### src/rtl/btn_debounce_pulse_pkg.sv
// Shared helpers for the push-button conditioning block.
package btn_debounce_pulse_pkg;

  // Stability counter width; never narrower than one bit so DEBOUNCE_CYCLES=1 still elaborates.
  function automatic int cnt_width(input int cycles);
    return (cycles > 1) ? $clog2(cycles) : 1;
  endfunction

endpackage

### src/rtl/btn_debounce_ch.sv
// One button channel: synchroniser chain, stability counter, debounced level and edge strobes.
module btn_debounce_ch
  import btn_debounce_pulse_pkg::*;
#(
  parameter int DEBOUNCE_CYCLES = 270000,
  parameter int SYNC_STAGES     = 2,
  parameter int ACTIVE_LOW      = 1
) (
  input  logic clk,
  input  logic rst,
  input  logic btn_raw,
  output logic btn_level,
  output logic btn_press,
  output logic btn_release
);

  localparam int            CW       = cnt_width(DEBOUNCE_CYCLES);
  localparam logic [CW-1:0] CNT_MAX  = CW'(DEBOUNCE_CYCLES - 1);
  localparam logic          INACTIVE = (ACTIVE_LOW != 0);

  logic [SYNC_STAGES-1:0] sync_p;
  logic [CW-1:0]          cnt;
  logic                   s;

  // Normalised synchronised sample, 1 = pressed regardless of pin polarity.
  assign s = sync_p[SYNC_STAGES-1] ^ INACTIVE;

  always_ff @(posedge clk) begin
    if (rst) begin
      sync_p      <= {SYNC_STAGES{INACTIVE}};
      cnt         <= '0;
      btn_level   <= 1'b0;
      btn_press   <= 1'b0;
      btn_release <= 1'b0;
    end else begin
      sync_p      <= {sync_p[SYNC_STAGES-2:0], btn_raw};
      btn_press   <= 1'b0;
      btn_release <= 1'b0;
      if (s == btn_level) begin
        cnt <= '0;
      end else if (cnt == CNT_MAX) begin
        // Change accepted: strobe shares the cycle in which the new level first appears.
        btn_level   <= s;
        cnt         <= '0;
        btn_press   <= s;
        btn_release <= ~s;
      end else begin
        cnt <= cnt + CW'(1);
      end
    end
  end

endmodule

### src/rtl/btn_debounce_pulse.sv
// N independent debounced push-button channels with clean level and press/release strobes.
module btn_debounce_pulse #(
  parameter int N_BTN           = 3,
  parameter int DEBOUNCE_CYCLES = 270000,
  parameter int SYNC_STAGES     = 2,
  parameter int ACTIVE_LOW      = 1
) (
  input  logic             clk,
  input  logic             rst,
  input  logic [N_BTN-1:0] btn_raw,
  output logic [N_BTN-1:0] btn_level,
  output logic [N_BTN-1:0] btn_press,
  output logic [N_BTN-1:0] btn_release
);

  for (genvar i = 0; i < N_BTN; i++) begin : g_ch
    btn_debounce_ch #(
      .DEBOUNCE_CYCLES(DEBOUNCE_CYCLES),
      .SYNC_STAGES    (SYNC_STAGES),
      .ACTIVE_LOW     (ACTIVE_LOW)
    ) u_ch (
      .clk        (clk),
      .rst        (rst),
      .btn_raw    (btn_raw[i]),
      .btn_level  (btn_level[i]),
      .btn_press  (btn_press[i]),
      .btn_release(btn_release[i])
    );
  end

endmodule
### config.mk
export PLATFORM = sky130hd
export DESIGN_NAME = btn_debounce_pulse
export DESIGN_NICKNAME = d
export VERILOG_FILES = /design/src/rtl/btn_debounce_pulse_pkg.sv /design/src/rtl/btn_debounce_ch.sv /design/src/rtl/btn_debounce_pulse.sv
export SDC_FILE = /design/constraint.sdc
export NUM_CORES = 1
export LEC_CHECK = 0
export ABC_AREA = 1
export CAP_MARGIN = 20
export CORE_MARGIN = 1
export CORE_UTILIZATION = 35
export DETAILED_ROUTE_END_ITERATION = 6
export GPL_ROUTABILITY_DRIVEN = 0
export HOLD_SLACK_MARGIN = 0.05
export MAX_ROUTING_LAYER = met4
export PLACE_DENSITY_LB_ADDON = 0.05
export SETUP_SLACK_MARGIN = 0.1
export SLEW_MARGIN = 15
export SYNTH_ARGS = -nofsm -noshare
export SYNTH_HDL_FRONTEND = slang
export SYNTH_HIERARCHICAL = 1
export SYNTH_SLANG_ARGS = --single-unit
### constraint.sdc
create_clock -name clk -period 1.33 [get_ports clk]
set_input_delay 0.266 -clock clk [delete_from_list [all_inputs] [get_ports clk]]
set_output_delay 0.266 -clock clk [all_outputs]
set_load 0.02 [all_outputs]
# Yosys cells after proc, flatten, opt, wreduce, memory -nomap -nowiden
# Cells that the tools add are included.
# totals
regBits	72
input_bits	5
wordCells	42
output_inout_bits	9
# op_classes
add_sub_neg	3
n_eq_ne	6
reduce_logical	9
n_bitwise	9
# ops
operator	count
19-bit by 1-bit adder with 19-bit output, second input constant	3
19-bit equality test, second input constant	3
3-bit OR reduction	6
1-bit NOT	9
2-bit AND reduction	3
1-bit equality test	3

# Logic depth before layout (Yosys ltp)
# Gate-level depths: netlist of the first run.
# logic_depth
ltp_word	4
ltp_mapped	8
mapped_depth_nobuf	8

# Hierarchy
# The synthesis of the first run kept the hierarchy.
# by_module_without_submodules
mod	n_inst	seq_area_each_um2	cells_each	area_per_inst_um2
btn_debounce_ch	3	480.5	171	1186.1

# Worst setup path before layout of the first run
# No wires, ideal clock.
# synth_timing
path_type	reg-to-reg
from	reg g_ch[0].u_ch.cnt[0]
to	reg g_ch[0].u_ch.cnt[16]
arrival_ns	1.183
n_path_buf	1
setup_ns	0.122
path_slack_ns	0.026
synth_period_minus_slack_ns	1.304
path_stages_with_launch	8
path_cell_list	dfxtp_1 ha_1 nand4_1 nor2_2 nand2_2 nand2_4 buf_8 a21oi_1
# synth_via
elab_chain_cells	2
# synth_lines
element	line	rtl
start, declared	btn_debounce_ch.sv:22	logic [CW-1:0] cnt;
start signal, assigned	btn_debounce_ch.sv:48	cnt <= cnt + CW'(1);
parallel branches: the longest is 2 deep, another holds 19-bit by 1-bit adder with 19-bit output	--	
# Several ways; the timed one is not identified.
# A chain may end at the register's enable or synchronous reset.

# Final worst setup path of the first run
# layout_timing
from	reg g_ch[2].u_ch.cnt[0]
to	reg g_ch[2].u_ch.cnt[3]
# layout_via
elab_chain_cells	2
# layout_lines
element	line
start, declared	btn_debounce_ch.sv:22
start signal, assigned	btn_debounce_ch.sv:48
parallel branches: the longest is 2 deep, another holds 19-bit by 1-bit adder with 19-bit output	--
# Several ways; the timed one is not identified.

==> run_results.csv, run 1 <==
group,metric,value,unit
outcome,run_status,"finished with violations",
outcome,violations,"negative setup slack",
critical_path,worst_path_most_repeated_cell,"nand2_4",
finish,fin_nets,576,
finish,final_area,4679,um^2
power,power,4.346,mW
critical_path,max_stage_delay,0.36,ns
detailed_routing,drt_pre_antenna_iters,4,
clock_network,cts_tree,"done",
clock_network,clkSlewWorstSetupHoldPaths,0.08,ns
synth,yosysWarningCount,6,
sta,hold_viol,0,
run,cap_violations,0,
power,combPwrFrac,0.022,
sta,fmax,727.0,MHz
global_routing,antenna_found_initial,0,
synth,synth_edf_count,0,
finish,nFillCells,1032,
power,power_density,928.7,nW/um^2
critical_path,crit_type,"flip-flop to flip-flop",
floorplan,die-area,10570,um^2
finish,stdcell_count,705,
critical_path,path_buf_inv,0,
sta,report.final.slew_viol_count,0,
synth,yosysMostFrequentCell,"nand2_1",
synth,ys_seq_elements,72,
critical_path,r2r-end,"g_ch[2].u_ch/cnt[3]",
synth,syn_area_per_cell,6.936,um^2
global_routing,overflow,0,
critical_path,start_kind,"flip-flop",
detailed_routing,vias_per_cell,4.641,
sta,slew_headroom,0.7909,
global_routing,grt_pass1_vias,3022,
sta,final-setup-viol-count,20,
placed_design,dpl_cell_area,4035,um^2
floorplan,num_rows,36,
hold_path,hold_depth,4,
synth,synth_nets,521,
clock_network,h-tree-depth,3,
finish,drive_gt1_frac,0.2937,
synth,ys.flop_type,"dfxtp_1",
synth,synth_top_cell_by_area,"dfxtp_1",
floorplan,core,9819,um^2
critical_path,worstPathRequired,1.56,ns
critical_path,timing.rr.start,"g_ch[2].u_ch/cnt[0]",
power,pwr-share-seq,0.498,
synth,synth_top_area_frac,0.4051,
power,clkPwrFrac,0.479,
floorplan,start_util,0.3624,
global_routing,grt_first_pass_wirelength,13.67,mm
synth,synthCells,513,
floorplan,die_w,102.8,um
detailed_routing,post-route-drc-count,0,
placed_design,place_inst,680,
floorplan,fp.dieH,102.8,um
clock_network,cts_buffer_depth,2,
power,ir_drop,477.7,uV
finish,seqCellArea,1471,um^2
hold_path,hold_path_class,"input port to flip-flop",
clock_network,cts_buffers,9,
critical_path,rrSetupSlack,-0.05,ns
critical_path,path_max_fanout,8,
detailed_routing,wirelength,8.410,mm
power,power_leakage,1.600,nW
placed_design,dp_hpwl,5.830,mm
critical_path,cpLargestDelayFamily,"simple AND/OR/NAND/NOR gates",
synth,synthArstFlopShare,0,
sta,worstMarginPinSlew,0.3137,ns
hold_path,min_from,"rst",
sta,setup_ws,-0.04552,ns
sta,period_share,1.034,
detailed_routing,drt_iter0_drc,75,
critical_path,critical-path-slowest-cell,"dfxtp_2",
global_routing,grt_start_max_net_pins,17,
synth,synth_area,3558,um^2
finish,final_util,0.4766,
critical_path,endpoint_kind,"flip-flop",
sta,finalCriticalPeriod,1.376,ns
detailed_routing,routed-via-count,3272,
synth,yosys-top-cells-area,"dfxtp_1, nand2_1, nor2_1",
placed_design,io_buffers,13,
clock_network,root_buffer,"clkbuf_8",
power,p_sw_frac,0.2076,
placed_design,pre_cts_slack,-0.3522,ns
clock_network,cts.sinks,72,
synth,synth_cell_types,23,
sta,skew,0.009578,ns
power,power_switching,0.9021,mW
critical_path,r2r_cells,6,
synth,synthTopCellsByCount,"nand2_1, nor2_1, dfxtp_1, inv_1, a21oi_1",
critical_path,path_cells,"ha_4, nand4_1, nor2_2, nand2_4, nand2_4, a21oi_1",
global_routing,grt_usage,0.1733,
hold_path,hold_end,"g_ch[2].u_ch/btn_level",
critical_path,crit_arrival,1.61,ns
sta,rsz0062_at_grt,"true",
finish,n_antenna_cell,0,
detailed_routing,routedWlPerCell,11.93,um
floorplan,ios,14,
finish,multi_input_area,2178,um^2
detailed_routing,drt.antenna.violating_nets,0,
power,p_int,3.443,mW
synth,ys_seq_area_frac,0.4051,
clock_network,worstSkewPairLatency,0.34,ns
clock_network,hold_buffers,0,
finish,area_delta_synth_final,31.50,%
## layout make-up
| class | instances | area share |
|---|---|---|
| clock buffer | 10 | 0.02727 |
| timing repair buffer | 45 | 0.07567 |
| tap | 133 | 0.03556 |
| inverter | 72 | 0.05882 |
| sequential | 72 | 0.3144 |
| clock inverter | 5 | 0.02273 |
| multi-input combinational | 368 | 0.4655 |
## cells by family after synthesis
| group | count (synthesis) | share of synthesized area |
|---|---|---|
| xor+xnor | 12 | 0.02954 |
| simple gates | 303 | 0.3987 |
| fa+ha+maj | 3 | 0.01055 |
| flops | 72 | 0.4051 |
| compound gates | 48 | 0.06751 |
| buf+inv | 75 | 0.08861 |
## how the worst max path moves through the flow
stage	startpoint	endpoint	slack (ns)	cells past startpoint
finish	g_ch[2].u_ch/cnt[0]	g_ch[2].u_ch/cnt[3]	-0.05	6
CTS	g_ch[2].u_ch/cnt[1]	g_ch[2].u_ch/cnt[18]	0.002	7
floorplan	g_ch[0].u_ch/cnt[1]	g_ch[0].u_ch/cnt[16]	0.09	7
global route	g_ch[0].u_ch/cnt[1]	g_ch[0].u_ch/btn_release	-0.11	6
detailed placement	rst	g_ch[0].u_ch/cnt[18]	-0.35	6
global placement	rst	g_ch[0].u_ch/cnt[13]	-0.32	6
## power groups by stage
stage               clock network [mW]  logic (mW)  registers (mW)
finish                            2.08      0.0973            2.17
detailed placement                   0      0.0792            2.22
floorplan                            0      0.0448            2.22
global route                      2.24       0.107            2.17
global placement                     0      0.0789            2.22
CTS                               2.15      0.0901            2.17
## cell usage in the layout, fill, tap and decap left out, drive strengths merged
cell           netlist  routed
a21oi               33      33
buf                  3      37
bufinv               0       3
clkbuf               0      11
clkdlybuf4s15        0       3
clkdlybuf4s50        0       3
clkinv               0       1
clkinvlp             0       1
dfxtp               72      72
dlymetal6s2s         0       1
ha                   3       3
inv                 72      72
nand2              120     122
nand3               36      36
nand4               12      12
nor2               105     105
nor3                15      15
nor4                 3       3
o21ai               15      15
or2                 12      12
xnor2                3       3
xor2                 9       9
## state kept, by name, summed over array words and instances, names as in the netlist
name / count
g_ch.u_ch/btn_press: 3
g_ch.u_ch/btn_release: 3
g_ch.u_ch/cnt: 57
g_ch.u_ch/btn_level: 3
g_ch.u_ch/sync_p: 6
## metal layers
layer / routed length [um] / GRT usage
met1: 3894 / 0.2024
met2: 4129 / 0.2959
met3: 259 / 0.04136
met4: 127 / 0.04984
met5: 0 / -
## worst min-delay path, delay by kind of cell
kind | cells | cell delay [ns]
and+or+nand+nor | 2 | 0.10
buffers and inverters | 2 | 0.31
## through the flow
step	hold slack, ns	setup TNS [ns]
floorplan	0.3698	0
global placement	0.3931	-15.73
detailed placement	0.3992	-17.64
CTS	0.4077	0
global route	0.3718	-3.308
finish	0.3583	-0.5870
## repair_timing
action / in CTS / in global routing
cloned: 1 / 1
hold endpoints to repair: 0 / 0
pin swaps: 12 / 23
endpoints found under the setup margin: 70 / 71
gates resized for setup: 51 / 76
buffers inserted: 5 / 4
Note: power is estimated with default switching activity, not from simulation.
==> run 2: changes to the inputs <==
Settings changed: CTS_CLUSTER_DIAMETER set to 40, SLEW_MARGIN 15 to not set.
==> results of run 2 <==
No change in the layout: final DEF, timing and power equal those of run 1.
==> run 3: changes to the inputs <==
Settings changed: CAP_MARGIN 20 to 40.
==> results of run 3 <==
No change in the layout: final DEF, timing and power equal those of run 1.
